<file path="src/rtl/alu_sched.sv">
// alu_sched -- sequencer for the stereo reverb/filter ALU.
//
// On each new sample pair, walks the 16 Rj groups of the left channel and
// then the right channel. Every group loads a tap count u_limit from the Rj
// memory, issues that many MACs, then shifts the accumulator once. A
// result strobe goes out after the 16th shift of each channel.
//
// Ports
//   clk           system clock, rising edge
//   clear_n       asynchronous active-low reset
//   frame_valid   one-cycle pulse: new L/R sample pair available
//   cur_addr      data-memory address of the newest sample (with frame_valid)
//   stall         freezes the sequencer; all strobes forced low
//   rj_data       Rj memory read data (combinational from rj_addr)
//   coeff_data    coefficient word: [8] sign, [7:0] delay
//   rj_addr       {chan, rj_idx}
//   coeff_addr    {chan, coeff_idx}
//   data_addr     cur_addr_q - delay, modulo 256
//   acc_clr, acc_add_en, acc_sub, acc_shift_en   accumulator commands
//   out_valid     result for out_chan is ready (one cycle)
//   out_chan      0 = left, 1 = right
//   busy          sequencer not idle
//   overrun       sticky: a frame was dropped
//   coeff_ovf     sticky: a channel asked for more than 256 coefficients
//
// Build option
//   ALU_SCHED_FRAME_BUF_EN  adds a one-deep buffer for a frame arriving
//                           while busy; without it such frames are dropped.
//
// state | meaning
// IDLE  | waiting for a frame (or a buffered one)
// CLR   | clear accumulator, reset per-channel counters
// RJ    | load tap count for group rj_idx
// MAC   | one multiply-accumulate per cycle, u_limit times
// SHIFT | shift accumulator, advance to next group
// DONE  | publish result for chan, then right channel or idle
module alu_sched (
   input  logic        clk,
   input  logic        clear_n,
   input  logic        frame_valid,
   input  logic [7:0]  cur_addr,
   input  logic        stall,
   input  logic [7:0]  rj_data,
   input  logic [15:0] coeff_data,
   output logic [4:0]  rj_addr,
   output logic [8:0]  coeff_addr,
   output logic [7:0]  data_addr,
   output logic        acc_clr,
   output logic        acc_add_en,
   output logic        acc_sub,
   output logic        acc_shift_en,
   output logic        out_valid,
   output logic        out_chan,
   output logic        busy,
   output logic        overrun,
   output logic        coeff_ovf
);

   typedef enum logic [2:0] {
      S_IDLE  = 3'd0,
      S_CLR   = 3'd1,
      S_RJ    = 3'd2,
      S_MAC   = 3'd3,
      S_SHIFT = 3'd4,
      S_DONE  = 3'd5
   } state_t;

   state_t      state;
   logic        chan;
   logic [3:0]  rj_idx;
   logic [7:0]  coeff_idx;
   logic [7:0]  u_cnt;
   logic [7:0]  u_limit;
   logic [7:0]  cur_addr_q;
   logic        coeff_spent;   // coefficient 255 already used this channel
   logic        overrun_q;
   logic        coeff_ovf_q;

   logic        run;
   logic        idle_go;
   logic        take_new;
   logic        take_pend;
   logic        start;
   logic [7:0]  start_addr;
   logic        unused_coeff_hi;

   assign run     = ~stall;
   assign idle_go = (state == S_IDLE) & run;
   assign start   = take_new | take_pend;

`ifdef ALU_SCHED_FRAME_BUF_EN
   logic       pending;
   logic [7:0] pend_addr;

   // A buffered frame has priority over one arriving in the same cycle;
   // the arriving one then refills the slot that is being emptied.
   assign take_pend  = idle_go & pending;
   assign take_new   = idle_go & ~pending & frame_valid;
   assign start_addr = pending ? pend_addr : cur_addr;

   always_ff @(posedge clk or negedge clear_n) begin
      if (!clear_n) begin
         pending   <= 1'b0;
         pend_addr <= 8'd0;
         overrun_q <= 1'b0;
      end else begin
         if (take_pend)
            pending <= 1'b0;
         if (frame_valid && !take_new) begin
            if (!pending || take_pend) begin
               pending   <= 1'b1;
               pend_addr <= cur_addr;
            end else begin
               overrun_q <= 1'b1;
            end
         end
      end
   end
`else
   assign take_pend  = 1'b0;
   assign take_new   = idle_go & frame_valid;
   assign start_addr = cur_addr;

   always_ff @(posedge clk or negedge clear_n) begin
      if (!clear_n)
         overrun_q <= 1'b0;
      else if (frame_valid && !take_new)
         overrun_q <= 1'b1;
   end
`endif

   always_ff @(posedge clk or negedge clear_n) begin
      if (!clear_n) begin
         state       <= S_IDLE;
         chan        <= 1'b0;
         rj_idx      <= 4'd0;
         coeff_idx   <= 8'd0;
         u_cnt       <= 8'd0;
         u_limit     <= 8'd0;
         cur_addr_q  <= 8'd0;
         coeff_spent <= 1'b0;
         coeff_ovf_q <= 1'b0;
      end else if (run) begin
         unique case (state)
            S_IDLE: begin
               if (start) begin
                  cur_addr_q <= start_addr;
                  chan       <= 1'b0;
                  state      <= S_CLR;
               end
            end
            S_CLR: begin
               rj_idx      <= 4'd0;
               coeff_idx   <= 8'd0;
               u_cnt       <= 8'd0;
               coeff_spent <= 1'b0;
               state       <= S_RJ;
            end
            S_RJ: begin
               u_limit <= rj_data;
               state   <= (rj_data == 8'd0) ? S_SHIFT : S_MAC;
            end
            S_MAC: begin
               u_cnt <= u_cnt + 8'd1;
               // Index saturates at 255; later MACs of the channel are
               // sequenced but not accumulated.
               if (coeff_spent)
                  coeff_ovf_q <= 1'b1;
               else if (coeff_idx == 8'd255)
                  coeff_spent <= 1'b1;
               else
                  coeff_idx <= coeff_idx + 8'd1;
               if (u_cnt == u_limit - 8'd1)
                  state <= S_SHIFT;
            end
            S_SHIFT: begin
               u_cnt <= 8'd0;
               if (rj_idx == 4'd15) begin
                  state <= S_DONE;
               end else begin
                  rj_idx <= rj_idx + 4'd1;
                  state  <= S_RJ;
               end
            end
            S_DONE: begin
               if (!chan) begin
                  chan  <= 1'b1;
                  state <= S_CLR;
               end else begin
                  state <= S_IDLE;
               end
            end
            default: state <= S_IDLE;
         endcase
      end
   end

   assign rj_addr      = {chan, rj_idx};
   assign coeff_addr   = {chan, coeff_idx};
   assign data_addr    = cur_addr_q - coeff_data[7:0];

   assign acc_clr      = (state == S_CLR) & run;
   assign acc_add_en   = (state == S_MAC) & run & ~coeff_spent;
   assign acc_sub      = acc_add_en & coeff_data[8];
   assign acc_shift_en = (state == S_SHIFT) & run;
   assign out_valid    = (state == S_DONE) & run;
   assign out_chan     = chan;
   assign busy         = (state != S_IDLE);
   assign overrun      = overrun_q;
   assign coeff_ovf    = coeff_ovf_q;

   assign unused_coeff_hi = ^coeff_data[15:9];

endmodule

</file>
<file path="config.mk">
export PLATFORM = sky130hd
export DESIGN_NAME = alu_sched
export DESIGN_NICKNAME = d
export VERILOG_FILES = /design/src/rtl/alu_sched.sv
export SDC_FILE = /design/constraint.sdc
export NUM_CORES = 1
export LEC_CHECK = 0
export CAP_MARGIN = 25
export CORE_MARGIN = 2
export CORE_UTILIZATION = 50
export DETAILED_ROUTE_END_ITERATION = 8
export PLACE_DENSITY = 0.84
export SLEW_MARGIN = 20
export SYNTH_ARGS = -nofsm -noshare
export SYNTH_HDL_FRONTEND = slang
export SYNTH_SLANG_ARGS = --single-unit
</file>
<file path="constraint.sdc">
create_clock -name clk -period 2.8 [get_ports clk]
set_input_delay 0.56 -clock clk [delete_from_list [all_inputs] [get_ports clk]]
set_output_delay 0.56 -clock clk [all_outputs]
set_load 0.01 [all_outputs]
</file>
Word-level counts from Yosys, hierarchy flattened:

Cells that the tools add are included.
W data, S select, Z words.

* flip-flop bits (word level): 43
* logic and storage cells: 74

* add/sub/neg operators: 5
* bitwise logic cells: 10
* multiplexer cells: 17
* reduce and logical (&&, ||, !) cells: 19
* equality and inequality tests: 13

Operators with widths (count)
* $pmux W8 S2: 2
* $pmux W3 S6: 1
* $add A8 B1 Y8 const B: 2
* $mux W8: 2
* $reduce_and A3 Y1: 5
* $mux W3: 4
* $ne A2 B2 Y1 const B: 5
* $and A1 B1 Y1: 8
* $eq A8 B8 Y1: 1
* $eq A8 B8 Y1 const B: 1
* $logic_not A8 Y1: 1
* $pmux W4 S2: 1
* $reduce_bool A2 Y1: 4
* $sub A8 B1 Y8 const B: 1
* $sub A8 B8 Y8: 1
* $eq A3 B2 Y1 const B: 2
* $eq A3 B3 Y1 const B: 2
* $reduce_and A2 Y1: 3
* $add A4 B1 Y4 const B: 1
* $eq A4 B4 Y1 const B: 1
* $mux W1: 4
* $mux W4: 1
* $pmux W1 S2: 2
* $reduce_and A4 Y1: 1
* 7 further kinds: 8

Logic depth before layout (Yosys ltp):

Gate-level depths: netlist (run 1).

* depth in word-level cells: 5
* depth in mapped cells: 9

Worst setup path before layout (run 1):

OpenSTA, ideal clock, no wires.

* path kind: in2out
* start: in coeff_data[0]
* end: out data_addr[6]
* arrival: 1.835 ns
* setup slack: 0.405 ns
* cell stages on the path: 8
* cell sequence: ha_1 -> fa_1 -> nor2b_1 -> o21ai_0 -> nand2b_1 -> a21o_1 -> a21oi_1 -> xnor2_1

* longest elaborated chain between the ends: 1

Ends and longest elaborated chain
* start, declared: line 44 `input logic [15:0] coeff_data,`
* $sub A8 B8 Y8: line 200 `assign data_addr = cur_addr_q - coeff_data[7:0];`
* end, declared: line 47 `output logic [7:0] data_addr,`

Every way passes these cells.

Final worst setup path (run 1):

* start: in coeff_data[1]
* end: out data_addr[4]

Same word-level chain as after synthesis.

==> results of run 1 <==
==> worst max-delay path, delay by kind of cell <==
kind / cells / cell delay [ps]
buffers and inverters: 4 / 760
adders and majority gates: 1 / 400
AOI/OAI and AO/OA: 1 / 60
and+or+nand+nor: 2 / 230
xor gates and xnor gates: 1 / 150
==> layer usage <==
layer	wire, um	vias up	share of wire	global-route usage
met4	63	0	0.010	0.05536
met1	2570	1093	0.42	0.2654
met5	0	-	0	0
li1	-	1126	-	-
met3	327	8	0.054	0.04588
met2	3131	57	0.51	0.3652
==> through the flow <==
step / setup TNS, ps / std cells / cell area, sq um / setup slack, ps
finish: 0 / 425 / 3588 / 85.79
global route: -1.007 / 425 / 3588 / -1.007
CTS: 0 / 424 / 3521 / 0.1947
detailed placement: -2648 / 414 / 3396 / -612.6
global placement: -2249 / 414 / 3396 / -541.9
floorplan: 0 / 280 / 2688 / 405.4
==> cell type report <==
| type | instances | area, sq um | share of cell area |
|---|---|---|---|
| Clock inverter | 1 | 5.005 | 0.001395 |
| Sequential cell | 43 | 1077 | 0.3002 |
| Tap cell | 70 | 87.58 | 0.02441 |
| Clock buffer | 7 | 76.32 | 0.02127 |
| Multi-Input combinational cell | 207 | 1539 | 0.4289 |
| Timing Repair Buffer | 77 | 728.2 | 0.2029 |
| Inverter | 20 | 75.07 | 0.02092 |
==> synth_stat cells (2+ instances only) <==
| library cell | instances |
|---|---|
| nor2_1 | 27 |
| a21o_1 | 5 |
| xor2_1 | 8 |
| mux2_2 | 14 |
| ha_1 | 11 |
| dfrtp_1 | 43 |
| a21oi_1 | 12 |
| a22oi_1 | 2 |
| buf_2 | 3 |
| or4_1 | 2 |
| a211o_1 | 2 |
| o21ai_1 | 2 |
| or3_1 | 3 |
| nand2b_1 | 3 |
| nor3_1 | 6 |
| o31ai_1 | 3 |
| and2_1 | 2 |
| nand3_1 | 10 |
| xnor2_1 | 19 |
| nor3_2 | 2 |
| nor4_1 | 3 |
| a22o_1 | 3 |
| nor3b_1 | 3 |
| o21ai_0 | 12 |
| a31o_2 | 2 |
| buf_4 | 3 |
| and3_1 | 2 |
| nand2_1 | 20 |
| mux2i_1 | 2 |
| nor2b_1 | 2 |
| buf_6 | 2 |
| o21a_1 | 4 |
| inv_1 | 19 |
| nand4_1 | 3 |
==> power breakdown <==
part | switching (mW) | total, mW | internal [mW]
combinational | 0.820 | 1.79 | 0.975
clock | 0.205 | 0.381 | 0.175
sequential | 0.267 | 1.09 | 0.823
==> cell usage in the layout (no fill, tap or decap), types with 4 or more instances in the layout <==
master,n
nor3_1,6
xnor2_1,19
clkdlybuf4s50_1,50
a21oi_1,8
nand2_1,20
inv_1,18
nand3_1,10
nor2_1,27
dfrtp_1,42
a21o_1,5
mux2_2,14
buf_2,4
o21ai_0,11
ha_1,7
xor2_1,8
o21a_1,4
buf_4,15
clkbuf_8,5
==> logic make-up (layout without fill, tap and decap cells) <==
family / count (synthesis) / after routing / synth area share
and+or+nand+nor: 96 / 96 / 0.1895
DFF: 43 / 43 / 0.4004
buffers and inverters: 30 / 105 / 0.05679
xor gates and xnor gates: 27 / 27 / 0.08799
muxes: 16 / 16 / 0.06611
AOI/OAI and AO/OA: 56 / 56 / 0.1406
adders and majority gates: 12 / 12 / 0.05866
==> final timing paths <==
| check | start | endpoint | slack [ps] | cells after the start |
|---|---|---|---|---|
| hold / removal | clear_n | coeff_idx[4] | 220 | 1 |
| hold reg to reg | overrun | overrun | 480 | 1 |
| min in group clk | overrun | overrun | 480 | 1 |
| max in group asynchronous | clear_n | state[0] | 2080 | 2 |
| setup reg to reg | u_limit[0] | state[1] | 580 | 8 |
| setup / recovery | coeff_data[1] | data_addr[4] | 90 | 9 |
==> sequential cells by signal, summed over array words and instances (netlist names) <==
| register | cells |
|---|---|
| coeff_idx | 8 |
| coeff_ovf | 1 |
| coeff_spent | 1 |
| cur_addr_q | 8 |
| out_chan | 1 |
| overrun | 1 |
| rj_idx | 4 |
| state | 3 |
| u_cnt | 8 |
| u_limit | 8 |
==> what timing repair did <==
action / 4_1_cts / 5_1_grt
pin swaps: 9 / 7
gates resized for setup: 24 / 15
endpoints found under the setup margin: 6 / 5
cloned: 0 / 0
setup buffers: 2 / 0
==> flow_metrics.py, run 1 <==
metrics = {
    "worst_setup_path": {
        "path_max_fanout": 2,
        "start_kind": "primary input",
        "max_stage_delay_ps": 400,
        "slowest_stage": "fa_2",
        "critPathRequiredTime_ps": 2240,
        "path_cells": "clkdlybuf4s15_1, buf_6, fa_2, nor2b_2, o21ai_2, nand2b_1, buf_4, xor2_1, dlygate4sd2_1",
        "end_kind": "output pin",
        "critical_path_class": "primary input to output pin",
        "crit_arrival_ps": 2150,
    },
    "timing": {
        "finalCritPeriodShare": 0.9694,
        "fmax_mhz": 368.4,
        "finalSetupViolations": 0,
        "hold_violations": 0,
        "skew_ps": 5.536,
        "min_period_ps": 2714,
        "slew_headroom": 0.6585,
        "report.final.slew_viol_count": 0,
        "hold_slack_ps": 223.1,
        "worst_pin_slew_ps": 512.2,
    },
    "cts": {
        "hold_buffers": 0,
        "clk_latency_ps": 300,
        "root_buffer": "clkbuf_8",
        "cts.path.max_buffers": 2,
        "cts_tree": "done",
        "numCtsBuffers": 5,
        "h-tree-depth": 2,
        "path_clk_slew_ps": 80,
        "cts.sinks": 43,
    },
    "global_route": {
        "grt_pass1_vias": 2238,
        "antenna_found_initial": 0,
        "grt_max_degree": 44,
        "grt_overflow_total": 0,
        "track_usage": 0.2105,
        "grt_pass1_wl_um": 10050,
    },
    "route": {
        "wl_um": 6093,
        "vias_per_cell": 5.374,
        "drt-initial-drc-count": 164,
        "drc": 0,
        "vias": 2284,
        "ant_nets": 0,
        "dr.pass1.iters": 4,
        "routedWlPerCell_um": 14.34,
    },
    "yosys": {
        "yosysTopAreaCell": "dfrtp_1",
        "syn-instance-count": 280,
        "ys_seq_area_frac": 0.4004,
        "yosysWarnings": 0,
        "synthTopCellsByArea": "dfrtp_1 (40%), xnor2_1 (6.2%), mux2_2 (5.9%), ha_1 (5.1%), nor2_1 (3.8%)",
        "synth.top_cell.area_share": 0.4004,
        "syn_avg_cell_area_sq_um": 9.598,
        "synth_seq_cells": 43,
        "ys_types": 55,
        "synth_area_sq_um": 2688,
        "syn-num-nets": 328,
        "synth_edf_count": 0,
        "synth-main-ff-cell": "dfrtp_1",
        "synthArstFlopShare": 1.000,
    },
    "final_layout": {
        "area_delta_synth_final_pct": 33.52,
        "fillers": 397,
        "drive_gt1_frac": 0.2000,
        "n_antenna_cell": 0,
        "post-route-util": 0.6982,
        "fin_nets": 402,
    },
    "power_and_ir_drop": {
        "powerDensity_nw_per_um2": 910.1,
        "p_leak_nw": 1.544,
        "power_mw": 3.266,
        "max-vdd-ir-drop_mv": 0.5067,
    },
    "placed_design": {
        "hpwlAfterDp_um": 4476,
        "io_buffers": 59,
        "gp_congestion": 0.8040,
    },
    "die": {
        "start_util": 0.5229,
        "core.rowCount": 26,
        "die_h_um": 77.32,
        "fp.dieW_um": 77.32,
        "io_pins": 67,
        "core_sq_um": 5140,
        "die_area_sq_um": 5978,
    },
    "run_status": {
        "status": "finished, final reports clean",
    },
    "hold_path": {
        "min_path_type": "primary input to asynchronous set/reset pin",
    },
    "flow_run": {
        "maxCapViolCount": 0,
    },
}
No activity file was read; power rests on OpenSTA's default activity.
==> run 2: changes to the inputs <==
--- a/config.mk
+++ b/config.mk
@@ -6,6 +6,7 @@
 export NUM_CORES = 1
 export LEC_CHECK = 0
 export CAP_MARGIN = 25
+export CORE_ASPECT_RATIO = 2
 export CORE_MARGIN = 2
 export CORE_UTILIZATION = 50
 export DETAILED_ROUTE_END_ITERATION = 8
==> run 2 against run 1 <==
  * First-iteration DRC count shrank 50%
  * Maximum frequency shrank 1.5%
  * Sequential power is essentially flat
  * Critical path depth is the same
  * Cell count shrank 2.8%
  * Count of clock-buffer cells in the layout shrank 1
  * Critical endpoint is now data_addr[5]
  * Wire length grew 8.1%
  * Highest routed layer unchanged
  * Clock power grew 1%
==> flow_metrics.py, run 2 (synthesis gave the netlist of run 1 again) <==
metrics = {
    "run_status": {
        "status": "finished, final reports clean",
    },
    "route": {
        "drt-initial-drc-count": 82,
        "vias": 2352,
        "dr.pass1.iters": 5,
        "ant_nets": 0,
        "wl_um": 6586,
        "routedWlPerCell_um": 15.95,
        "drc": 0,
        "vias_per_cell": 5.695,
    },
    "worst_setup_path": {
        "critical_path_class": "primary input to output pin",
        "critPathRequiredTime_ps": 2240,
        "max_stage_delay_ps": 280,
        "end_kind": "output pin",
        "path_max_fanout": 2,
        "path_cells": "clkdlybuf4s15_1, inv_1, ha_1, a21o_1, a21oi_2, a2bb2oi_2, nor2b_4, xnor2_1, buf_2",
        "start_kind": "primary input",
        "crit_arrival_ps": 2200,
        "slowest_stage": "ha_1",
    },
    "final_layout": {
        "n_antenna_cell": 0,
        "drive_gt1_frac": 0.2028,
        "mostFrequentLayoutCells": "clkdlybuf4s50_1 (50), dfrtp_1 (42), nor2_1 (27)",
        "area_delta_synth_final_pct": 32.26,
        "fin_nets": 402,
        "final_area_sq_um": 3555,
        "final_common_cell": "clkdlybuf4s50_1",
    },
    "hold_path": {
        "min_path_type": "primary input to asynchronous set/reset pin",
    },
    "timing": {
        "finalSetupTns_ps": 0,
        "report.final.slew_viol_count": 0,
        "hold_slack_ps": 128.6,
        "finalCritPeriodShare": 0.9839,
        "skew_ps": 5.575,
        "finalSetupViolations": 0,
        "hold_violations": 0,
        "rsz0062_at_grt": "yes",
        "min_period_ps": 2755,
        "worst_pin_slew_ps": 534.1,
        "fmax_mhz": 363.0,
        "slew_headroom": 0.6432,
    },
    "die": {
        "core.rowCount": 37,
        "die_h_um": 107.7,
        "start_util": 0.5183,
        "core_sq_um": 5185,
        "fp.dieW_um": 55.84,
        "io_pins": 67,
        "die_area_sq_um": 6013,
    },
    "placed_design": {
        "hpwlAfterDp_um": 4998,
        "io_buffers": 59,
        "post_dp_cell_area_sq_um": 3381,
        "gp_congestion": 0.8029,
    },
    "cts": {
        "root_buffer": "clkbuf_8",
        "cts.path.max_buffers": 2,
        "path_clk_slew_ps": 80,
        "hold_buffers": 0,
        "h-tree-depth": 2,
        "cts.sinks": 43,
        "numCtsBuffers": 5,
        "cts_tree": "done",
        "clk_latency_ps": 300,
    },
    "global_route": {
        "grt_pass1_wl_um": 11210,
        "track_usage": 0.2331,
        "antenna_found_initial": 0,
        "grt_max_degree": 44,
        "grt_overflow_total": 0,
        "grt_pass1_vias": 2509,
    },
    "power_and_ir_drop": {
        "powerDensity_nw_per_um2": 923.5,
        "max-vdd-ir-drop_mv": 0.6321,
        "p_leak_nw": 1.542,
    },
    "flow_run": {
        "maxCapViolCount": 0,
    },
}
==> run 2: where the power goes <==
group	total, mW	internal (mW)	switching (mW)
sequential	1.10	0.823	0.277
combinational	1.80	0.961	0.836
clock	0.386	0.174	0.211
==> run 2: per-layer routing <==
metal,vias up,wire (um),GRT usage
met3,24,214,0.03245
met5,-,0,0
met1,1134,2385,0.2321
met4,0,244,0.1190
li1,1125,-,-
met2,69,3741,0.4541
==> run 2: area by class of cell <==
type	instances	area, sq um
multi-input combinational	207	1535
clock inverter	2	12.51
timing repair buffer	77	709.4
clock buffer	6	72.57
tap	58	72.57
sequential	43	1077
inverter	20	75.07
fill	409	1630
==> run 2: worst paths after layout <==
| kind | from | endpoint | cells after the start | slack [ps] |
|---|---|---|---|---|
| max | coeff_data[1] | data_addr[5] | 9 | 40 |
| min | clear_n | coeff_idx[0] | 1 | 130 |
| max reg2reg | u_limit[0] | state[1] | 8 | 520 |
| min reg2reg | overrun | overrun | 1 | 480 |
| max in group asynchronous | clear_n | state[0] | 2 | 2200 |
| min in group clk | overrun | overrun | 1 | 480 |
==> run 2: per-stage QoR <==
| stage | worst slack [ps] | utilization | power [mW] | std cells |
|---|---|---|---|---|
| floorplan | 405.4 | - | 2.145 | 280 |
| global placement | -603.1 | 0.6520 | 2.752 | 402 |
| detailed placement | -705.1 | 0.6520 | 2.836 | 402 |
| CTS | 10.68 | 0.6737 | 3.217 | 411 |
| global route | -39.54 | 0.6856 | 3.523 | 413 |
| finish | 44.95 | 0.6856 | 3.283 | 413 |
==> run 2: worst max-delay path, delay by kind of cell <==
family	cells	cell delay, ps
compound gates	3	590
buf+inv	3	450
fa+ha+maj	1	280
simple gates	1	180
xor+xnor	1	130
==> run 2: what timing repair did <==
action,CTS,global route
buffers inserted,1,1
resized for setup,23,15
pin swaps,8,6
endpoints found under the setup margin,7,8
